==> src/rtl/string_reader_if.sv <==
// Handshake and memory-port bundle for string_reader: request in, word reads out,
// character stream out, completion status out.
interface string_reader_if;
  logic        req_valid;
  logic [31:0] req_addr;
  logic        req_ready;
  logic [31:0] mem_addr;
  logic        mem_rd_en;
  logic [31:0] mem_rd_data;
  logic        char_valid;
  logic        char_ready;
  logic [7:0]  char_data;
  logic        done;
  logic        truncated;
  logic        busy;

  modport slave (
    input  req_valid, req_addr, mem_rd_data, char_ready,
    output req_ready, mem_addr, mem_rd_en, char_valid, char_data, done, truncated, busy
  );

  modport master (
    output req_valid, req_addr, mem_rd_data, char_ready,
    input  req_ready, mem_addr, mem_rd_en, char_valid, char_data, done, truncated, busy
  );
endinterface

==> src/rtl/string_reader.sv <==
// Streams a NUL-terminated byte string out of a word-wide memory, one character per
// handshake, fetching a new word only when a 4-byte boundary is crossed.
module string_reader #(
  parameter int unsigned MAX_LEN = 256
) (
  input  logic           clk,
  input  logic           rst,
  string_reader_if.slave bus
);

  typedef enum logic [1:0] {
    IDLE  = 2'd0,
    FETCH = 2'd1,
    EMIT  = 2'd2,
    DONE  = 2'd3
  } state_t;

  localparam logic [16:0] MAX_LEN_W = 17'(MAX_LEN);

  function automatic logic [7:0] byte_sel(input logic [31:0] word, input logic [1:0] idx);
    case (idx)
      2'd0:    return word[7:0];
      2'd1:    return word[15:8];
      2'd2:    return word[23:16];
      2'd3:    return word[31:24];
      default: return word[7:0];
    endcase
  endfunction

  state_t      state_r;
  logic [31:0] ptr_r;
  logic [31:0] word_r;
  logic [15:0] cnt_r;
  logic        req_ready_r;
  logic        mem_rd_en_r;
  logic        char_valid_r;
  logic [7:0]  char_data_r;
  logic        done_r;
  logic        truncated_r;
  logic        busy_r;

  logic [16:0] cnt_next_s;
  logic [7:0]  fetch_byte_s;
  logic [7:0]  next_byte_s;

  assign cnt_next_s   = {1'b0, cnt_r} + 17'd1;
  assign fetch_byte_s = byte_sel(bus.mem_rd_data, ptr_r[1:0]);
  // Only consulted when ptr[1:0] != 3, so the +1 never needs to leave the buffered word.
  assign next_byte_s  = byte_sel(word_r, ptr_r[1:0] + 2'd1);

  assign bus.req_ready  = req_ready_r;
  assign bus.mem_addr   = {ptr_r[31:2], 2'b00};
  assign bus.mem_rd_en  = mem_rd_en_r;
  assign bus.char_valid = char_valid_r;
  assign bus.char_data  = char_data_r;
  assign bus.done       = done_r;
  assign bus.truncated  = truncated_r;
  assign bus.busy       = busy_r;

  // Control FSM with all outputs registered alongside the state they belong to.
  always_ff @(posedge clk or posedge rst) begin
    if (rst) begin
      state_r      <= IDLE;
      ptr_r        <= 32'd0;
      word_r       <= 32'd0;
      cnt_r        <= 16'd0;
      req_ready_r  <= 1'b0;
      mem_rd_en_r  <= 1'b0;
      char_valid_r <= 1'b0;
      char_data_r  <= 8'h00;
      done_r       <= 1'b0;
      truncated_r  <= 1'b0;
      busy_r       <= 1'b0;
    end else begin
      done_r      <= 1'b0;
      truncated_r <= 1'b0;
      case (state_r)
        IDLE: begin
          req_ready_r <= 1'b1;
          if (bus.req_valid && req_ready_r) begin
            req_ready_r <= 1'b0;
            busy_r      <= 1'b1;
            if (bus.req_addr != 32'd0) begin
              ptr_r       <= bus.req_addr;
              cnt_r       <= 16'd0;
              mem_rd_en_r <= 1'b1;
              state_r     <= FETCH;
            end else begin
              done_r  <= 1'b1;
              state_r <= DONE;
            end
          end
        end
        FETCH: begin
          word_r       <= bus.mem_rd_data;
          mem_rd_en_r  <= 1'b0;
          char_data_r  <= fetch_byte_s;
          char_valid_r <= (fetch_byte_s != 8'h00);
          state_r      <= EMIT;
        end
        EMIT: begin
          // char_valid low in EMIT means the current byte is the terminating NUL.
          if (!char_valid_r) begin
            done_r  <= 1'b1;
            state_r <= DONE;
          end else if (bus.char_ready) begin
            ptr_r <= ptr_r + 32'd1;
            cnt_r <= cnt_next_s[15:0];
            if (cnt_next_s == MAX_LEN_W) begin
              char_valid_r <= 1'b0;
              done_r       <= 1'b1;
              truncated_r  <= 1'b1;
              state_r      <= DONE;
            end else if (ptr_r[1:0] == 2'b11) begin
              char_valid_r <= 1'b0;
              mem_rd_en_r  <= 1'b1;
              state_r      <= FETCH;
            end else begin
              char_data_r  <= next_byte_s;
              char_valid_r <= (next_byte_s != 8'h00);
            end
          end
        end
        DONE: begin
          busy_r      <= 1'b0;
          req_ready_r <= 1'b1;
          state_r     <= IDLE;
        end
        default: begin
          mem_rd_en_r  <= 1'b0;
          char_valid_r <= 1'b0;
          busy_r       <= 1'b0;
          req_ready_r  <= 1'b0;
          state_r      <= IDLE;
        end
      endcase
    end
  end

endmodule

==> src/flat_wrapper.sv <==
// flat-port wrapper written by rule: the top's interface ports become plain ports
module string_reader_flat 
#(
  parameter int unsigned MAX_LEN = 256
)
  (clk, rst, bus_req_valid, bus_req_addr, bus_mem_rd_data, bus_char_ready, bus_req_ready, bus_mem_addr, bus_mem_rd_en, bus_char_valid, bus_char_data, bus_done, bus_truncated, bus_busy);
  string_reader_if bus_i ();
  input  logic clk;
  input  logic rst;
  input wire logic [$bits(bus_i.req_valid)-1:0] bus_req_valid;
  input wire logic [$bits(bus_i.req_addr)-1:0] bus_req_addr;
  input wire logic [$bits(bus_i.mem_rd_data)-1:0] bus_mem_rd_data;
  input wire logic [$bits(bus_i.char_ready)-1:0] bus_char_ready;
  output wire logic [$bits(bus_i.req_ready)-1:0] bus_req_ready;
  output wire logic [$bits(bus_i.mem_addr)-1:0] bus_mem_addr;
  output wire logic [$bits(bus_i.mem_rd_en)-1:0] bus_mem_rd_en;
  output wire logic [$bits(bus_i.char_valid)-1:0] bus_char_valid;
  output wire logic [$bits(bus_i.char_data)-1:0] bus_char_data;
  output wire logic [$bits(bus_i.done)-1:0] bus_done;
  output wire logic [$bits(bus_i.truncated)-1:0] bus_truncated;
  output wire logic [$bits(bus_i.busy)-1:0] bus_busy;
  assign bus_i.req_valid = bus_req_valid;
  assign bus_i.req_addr = bus_req_addr;
  assign bus_i.mem_rd_data = bus_mem_rd_data;
  assign bus_i.char_ready = bus_char_ready;
  assign bus_req_ready = bus_i.req_ready;
  assign bus_mem_addr = bus_i.mem_addr;
  assign bus_mem_rd_en = bus_i.mem_rd_en;
  assign bus_char_valid = bus_i.char_valid;
  assign bus_char_data = bus_i.char_data;
  assign bus_done = bus_i.done;
  assign bus_truncated = bus_i.truncated;
  assign bus_busy = bus_i.busy;
  string_reader #(.MAX_LEN(MAX_LEN)) u_core (.clk(clk), .rst(rst), .bus(bus_i));
endmodule
==> config.mk <==
export PLATFORM = sky130hd
export DESIGN_NAME = string_reader_flat
export DESIGN_NICKNAME = d
export VERILOG_FILES = /design/src/rtl/string_reader_if.sv /design/src/rtl/string_reader.sv /design/src/flat_wrapper.sv
export SDC_FILE = /design/constraint.sdc
export NUM_CORES = 1
export LEC_CHECK = 0
export CAP_MARGIN = 10
export CORE_ASPECT_RATIO = 1.2
export CORE_MARGIN = 2
export CORE_UTILIZATION = 55
export DETAILED_ROUTE_END_ITERATION = 8
export DONT_BUFFER_PORTS = 1
export PLACE_DENSITY = 0.7
export SETUP_SLACK_MARGIN = 0.05
export SYNTH_ARGS = -nofsm -noshare
export SYNTH_HDL_FRONTEND = slang
export SYNTH_SLANG_ARGS = --single-unit
==> constraint.sdc <==
create_clock -name clk -period 7.2 [get_ports clk]
set_input_delay 1.08 -clock clk [delete_from_list [all_inputs] [get_ports clk]]
set_output_delay 1.08 -clock clk [all_outputs]
set_load 0.01 [all_outputs]
* Yosys cells after proc, flatten, opt, wreduce, memory -nomap -nowiden
Cells that the tools add are included.
** Word-level totals
- Register bits :: 96
- Output and inout port bits :: 46
- Word-level logic and storage cells :: 97
** Operators by class
- Add/sub/neg operators :: 3
- Equal/unequal tests :: 19
- Mux-type cells :: 48
- Reductions and logical operators :: 16
** Operators by type and width (number)
- $mux W32 :: 4
- $mux W16 :: 4
- $pmux W32 S2 :: 1
- $pmux W8 S4 :: 2
- $add A32 B1 Y32 const B :: 1
- $mux W8 :: 4
- $pmux W16 S2 :: 1
- $reduce_bool A32 Y1 :: 1
- $mux W1 :: 19
- $add A16 B1 Y17 const B :: 1
- $eq A17 B9 Y1 const B :: 1
- $pmux W8 S2 :: 1
- $reduce_bool A8 Y1 :: 2
- $eq A2 B2 Y1 const B :: 6
- $mux W2 :: 6
- $reduce_and A5 Y1 :: 2
- $ne A2 B1 Y1 const B :: 4
- $pmux W1 S2 :: 4
- $pmux W2 S4 :: 1
- $reduce_and A7 Y1 :: 1
- $eq A2 B1 Y1 const B :: 3
- $logic_not A2 Y1 :: 3
- $ne A2 B2 Y1 const B :: 3
- $reduce_bool A2 Y1 :: 3
- other kinds (8) :: 8

* Logic depth before layout (Yosys ltp)
- Depth after elaboration :: 9
- Gate-level depth with buffers :: 11
- Gate-level depth less buffers :: 9

* Worst setup path after synthesis
Ideal clock, no wire load.
- Path type :: input port to flip-flop
- From :: input bus_req_addr[3]
- To :: register u_core.cnt_r[13]
- Setup time :: 128 ps
- Data arrival time :: 2476 ps
- Required time :: 7072 ps
- Slack :: 4596 ps
- Stages on the path :: 8
- Path buffers :: 1
- Cells stage by stage :: nor4b_1 > nand4_1 > o31ai_2 > or2_2 > buf_2 > a21oi_1 > o21ai_0 > o31ai_1
** On the way
- Longest elaborated chain between the ends :: 3
** RTL lines
- start: declaration :: line flat_wrapper.sv:11 : input wire logic [$bits(bus_i.req_addr)-1:0] bus_req_addr;
- $reduce_bool A32 Y1 :: line string_reader.sv:83 : if (bus.req_addr != 32'd0) begin
- $ne A2 B1 Y1 (no line)
- $reduce_and A5 Y1 (no line)
- end signal: assignment :: line string_reader.sv:108 : cnt_r <= cnt_next_s[15:0];
- end: declaration :: line string_reader.sv:33 : logic [15:0] cnt_r;
No other way between the ends.
A chain may end at the register's enable or synchronous reset.

* Final worst setup path
- From :: register u_core.state_r[0]
- To :: register u_core.ptr_r[31]
** On the way
- Longest elaborated chain between the ends :: 3
** RTL lines
- start: declaration :: line string_reader.sv:30 : state_t state_r;
- start signal: assignment :: line string_reader.sv:63 : state_r <= IDLE;
- start signal: assignment :: line string_reader.sv:87 : state_r <= FETCH;
- start signal: assignment :: line string_reader.sv:90 : state_r <= DONE;
- $eq A2 B2 Y1 / $logic_not A2 Y1 (equally long branches) :: line string_reader.sv:77 : case (state_r)
- $ne A2 B1 Y1 (no line), or another cell as far along
- $reduce_and A5 Y1 (no line)
- end signal: assignment :: line string_reader.sv:84 : ptr_r <= bus.req_addr;
- end signal: assignment :: line string_reader.sv:107 : ptr_r <= ptr_r + 32'd1;
- end: declaration :: line string_reader.sv:31 : logic [31:0] ptr_r;
Parallel ways exist; a longest one is shown, timed or not.

==> run_results.csv <==
group,metric,value,unit
worst_hold_path,hp-class,"reg -> reg",
sta,rsz0062_at_grt,"no",
cells_and_area,nets,683,
floorplan,ios,114,
global_route,met3_usage,7.96,%
floorplan,die-area,11600,um2
synthesis,yosysSeqAreaShare,40.5,%
worst_hold_path,hold_path_depth,1,
floorplan,coreArea,10500,um2
sta,drv_slew,0,
global_route,grt_pass1_wl,24200,um
clock_network,ctsHoldBuffers,0,
sta,finalSetupViolCount,0,
cells_and_area,nFillCells,930,
clock_network,cts_made_buffers,9,
synthesis,syn_avg_cell_area,8.97,um2
sta,fin_worst_skew,13.4,ps
placed_design,port_buffers,0,
clock_network,cts_tree,"done",
synthesis,synth-compound-area-share,20.3,%
critical_path,arrival,3630,ps
synthesis,synthSimpleGateAreaFrac,17.0,%
synthesis,synth_edf_count,0,
global_route,grt_usage,25.6,%
routing,drt_pass1_iterations,5,
critical_path,slowest_delay,840,ps
critical_path,worstRegToRegCells,9,
sta,relSlewSlack,30.9,%
cells_and_area,design_area,6020,um2
critical_path,critPathLaunchType,"flop",
routing,wl_per_cell,20.1,um
floorplan,die_h,118,um
placed_design,placed_cells,721,
sta,period_share,47.2,%
floorplan,rows,41,
job,drv_cap,0,
global_route,antenna_found_initial,0,
critical_path,crit_type,"reg -> reg",
sta,hold_violations,0,
power_and_ir_drop,total_power,0.00288,W
routing,drc,0,
critical_path,cp.required,7430,ps
synthesis,synthAdderAreaFrac,2.32,%
sta,worst_pin_slew,1040,ps
sta,period_needed,3400,ps
synthesis,ys_async_sr_fraction,100,%
global_route,use_met1,31.0,%
synthesis,synth_top_family_by_area,"compound AO/OA/AOI/OAI gates",
cells_and_area,multi_input_area,3030,um2
global_route,met2_usage,42.8,%
clock_network,htreeDepth,3,
floorplan,initial_core_util,56.4,%
synthesis,synth_seq_cells,96,
cells_and_area,n_antenna_cell,0,
cells_and_area,register_area,2400,um2
floorplan,die_width,98.8,um
cells_and_area,layout-drive-gt1-share,11.5,%
synthesis,synth_cell_types,59,
global_route,busiest_layer,"met2",
critical_path,crit_cells,9,
clock_network,ctsRootBufferMaster,"clkbuf_16",
routing,drtIter0Drc,431,
global_route,overflow,0,
cells_and_area,syn2layout_area_growth,1.54,%
clock_network,post_cts_resized,0,
synthesis,synth_mux_area_share,9.62,%
power_and_ir_drop,power_density,479,nW/um2
clock_network,path_clk_slew,70,ps
global_route,grt_pass1_vias,4831,
routing,routed_via_density,6.61,
clock_network,max-clock-path-buffers,2,
synthesis,yosys_warnings,0,
run_status,status,"completed",
critical_path,slowest_stage,"a21o_1",
placed_design,placed_area,5720,um2
synthesis,synth_ff_type,"dfrtp_1",
power_and_ir_drop,p_leak,2.39,nW
critical_path,path_buf_inv,1,
clock_network,clkLatencyLatePin,350,ps
critical_path,path_delay_family,"compound AO/OA/AOI/OAI gates",
cells_and_area,final_cells,738,
critical_path,path_max_fanout,32,
critical_path,cp-end-kind,"flop",
synthesis,syn-cell-area,5930,um2
routing,ant_nets,0,
routing,wirelength,14900,um
power_and_ir_drop,peakVddDrop,0.232,mV
synthesis,synth-xor-area-share,1.48,%
clock_network,clock-sinks,96,
global_route,grt_max_degree,90,
placed_design,dp_hpwl,10400,um
critical_path,crit_chain,"inv_1 -> ha_1 -> nor4b_1 -> nand4_1 -> o31ai_2 -> a21o_1 -> or3_1 -> mux2i_1 -> a211o_1",
sta,fin_setup_tns,0,ps
placed_design,gp_congestion,0.848,
clock_network,post_cts_buffers,0,
synthesis,synthesis.instances,661,
sta,fmax,294,MHz
routing,via_count,4876,
cell families (layout without fill, tap and decap cells):
family                     Yosys count  count (layout)
muxes                               53              53
xor gates and xnor gates            10              10
other                                1               2
and+or+nand+nor                    199             199
adders and majority gates           11              11
DFF                                 96              96
AOI/OAI and AO/OA                  194             194
buffers and inverters               97              44
worst paths after layout:
path,startpoint,endpoint,slack [ps]
min reg2reg,u_core.word_r[3]$_DFFE_PP0P_,u_core.word_r[3]$_DFFE_PP0P_,500
min,u_core.word_r[3]$_DFFE_PP0P_,u_core.word_r[3]$_DFFE_PP0P_,500
max reg2reg,u_core.state_r[0]$_DFFE_PP0P_,u_core.ptr_r[31]$_DFFE_PP0P_,3800
max in group asynchronous,rst,u_core.bus.char_data[0]$_DFFE_PP0P_,5450
max,u_core.state_r[0]$_DFFE_PP0P_,u_core.ptr_r[31]$_DFFE_PP0P_,3800
min in group asynchronous,rst,u_core.bus.char_data[6]$_DFFE_PP0P_,650
per-layer routing:
metal | up-vias | wire, um
met5 | - | 0
met3 | 24 | 1190
li1 | 2281 | -
met2 | 177 | 7490
met4 | 0 | 366
met1 | 2394 | 5820
sequential cells by signal, summed over array words and instances (netlist names):
name,cells
u_core.cnt_r,16
u_core.bus.done,1
u_core.bus.busy,1
u_core.bus.char_data,8
u_core.word_r,32
u_core.state_r,2
u_core.bus.mem_rd_en,1
u_core.ptr_r,32
u_core.bus.req_ready,1
u_core.bus.truncated,1
u_core.bus.char_valid,1
through the flow:
stage	hold slack [ps]	setup slack (ps)	utilization, %
floorplan	470	3610	-
global placement	485	3560	54.4
detailed placement	491	3500	54.4
CTS	507	3780	57.0
global route	519	3520	57.3
finish	501	3800	57.3
cells in the final DEF, fill, tap and decap left out, types with 14 or more instances in the layout:
cell type and n:
a21oi_1 62, a222oi_1 16, dfrtp_1 96, inv_1 21, mux2_2 32, mux2i_1 21, nand2_1 83, nand3_1 30
nand4_1 14, nor2_1 20, o21ai_0 52, o22ai_1 24
final cells by class:
| class | count | share of cell area, % |
|---|---|---|
| multi-input cells | 469 | 50.3 |
| flip-flops and latches | 96 | 39.9 |
| clock buffers | 9 | 3.74 |
| well taps | 129 | 2.68 |
| inverters | 22 | 1.41 |
| repair buffers | 6 | 1.08 |
| clock inverters | 7 | 0.893 |
report_power, final:
part,leakage [nW],switching (W),internal (W)
Clock,0.141,0.000222,0.000238
Combinational,1.11,0.000798,0.000553
Sequential,1.14,0.000292,0.000779
cell usage after synthesis (3+ instances only):
| library cell | instances | area share (%) |
|---|---|---|
| a21oi_1 | 63 | 5.3 |
| a222oi_1 | 16 | 2.7 |
| a2bb2oi_1 | 8 | 1.2 |
| and3_1 | 12 | 1.3 |
| buf_1 | 3 | 0.19 |
| buf_2 | 4 | 0.34 |
| buf_4 | 37 | 4.7 |
| clkbuf_1 | 29 | 1.8 |
| dfrtp_1 | 96 | 40 |
| ha_1 | 11 | 2.3 |
| inv_1 | 22 | 1.4 |
| mux2_2 | 32 | 6.1 |
| mux2i_1 | 21 | 3.5 |
| nand2_1 | 83 | 5.3 |
| nand3_1 | 30 | 2.5 |
| nand4_1 | 14 | 1.5 |
| nor2_1 | 20 | 1.3 |
| nor2b_1 | 5 | 0.53 |
| nor3_1 | 5 | 0.42 |
| nor4_1 | 10 | 1.1 |
| o21a_1 | 3 | 0.38 |
| o21ai_0 | 52 | 4.4 |
| o22ai_1 | 24 | 2.5 |
| o31ai_1 | 4 | 0.51 |
| or2_2 | 3 | 0.32 |
| or3_1 | 4 | 0.42 |
| xnor2_1 | 7 | 1.0 |
| xor2_1 | 3 | 0.44 |
worst reg2reg max path: cells and delay by family, from the launching register on:
kind / cells / cell delay [ps]
AOI/OAI and AO/OA: 3 / 1650
muxes: 1 / 60
buffers and inverters: 1 / 100
adders and majority gates: 1 / 280
and+or+nand+nor: 3 / 780
DFF: 1 / 420
(Power assumes the default switching activity.)
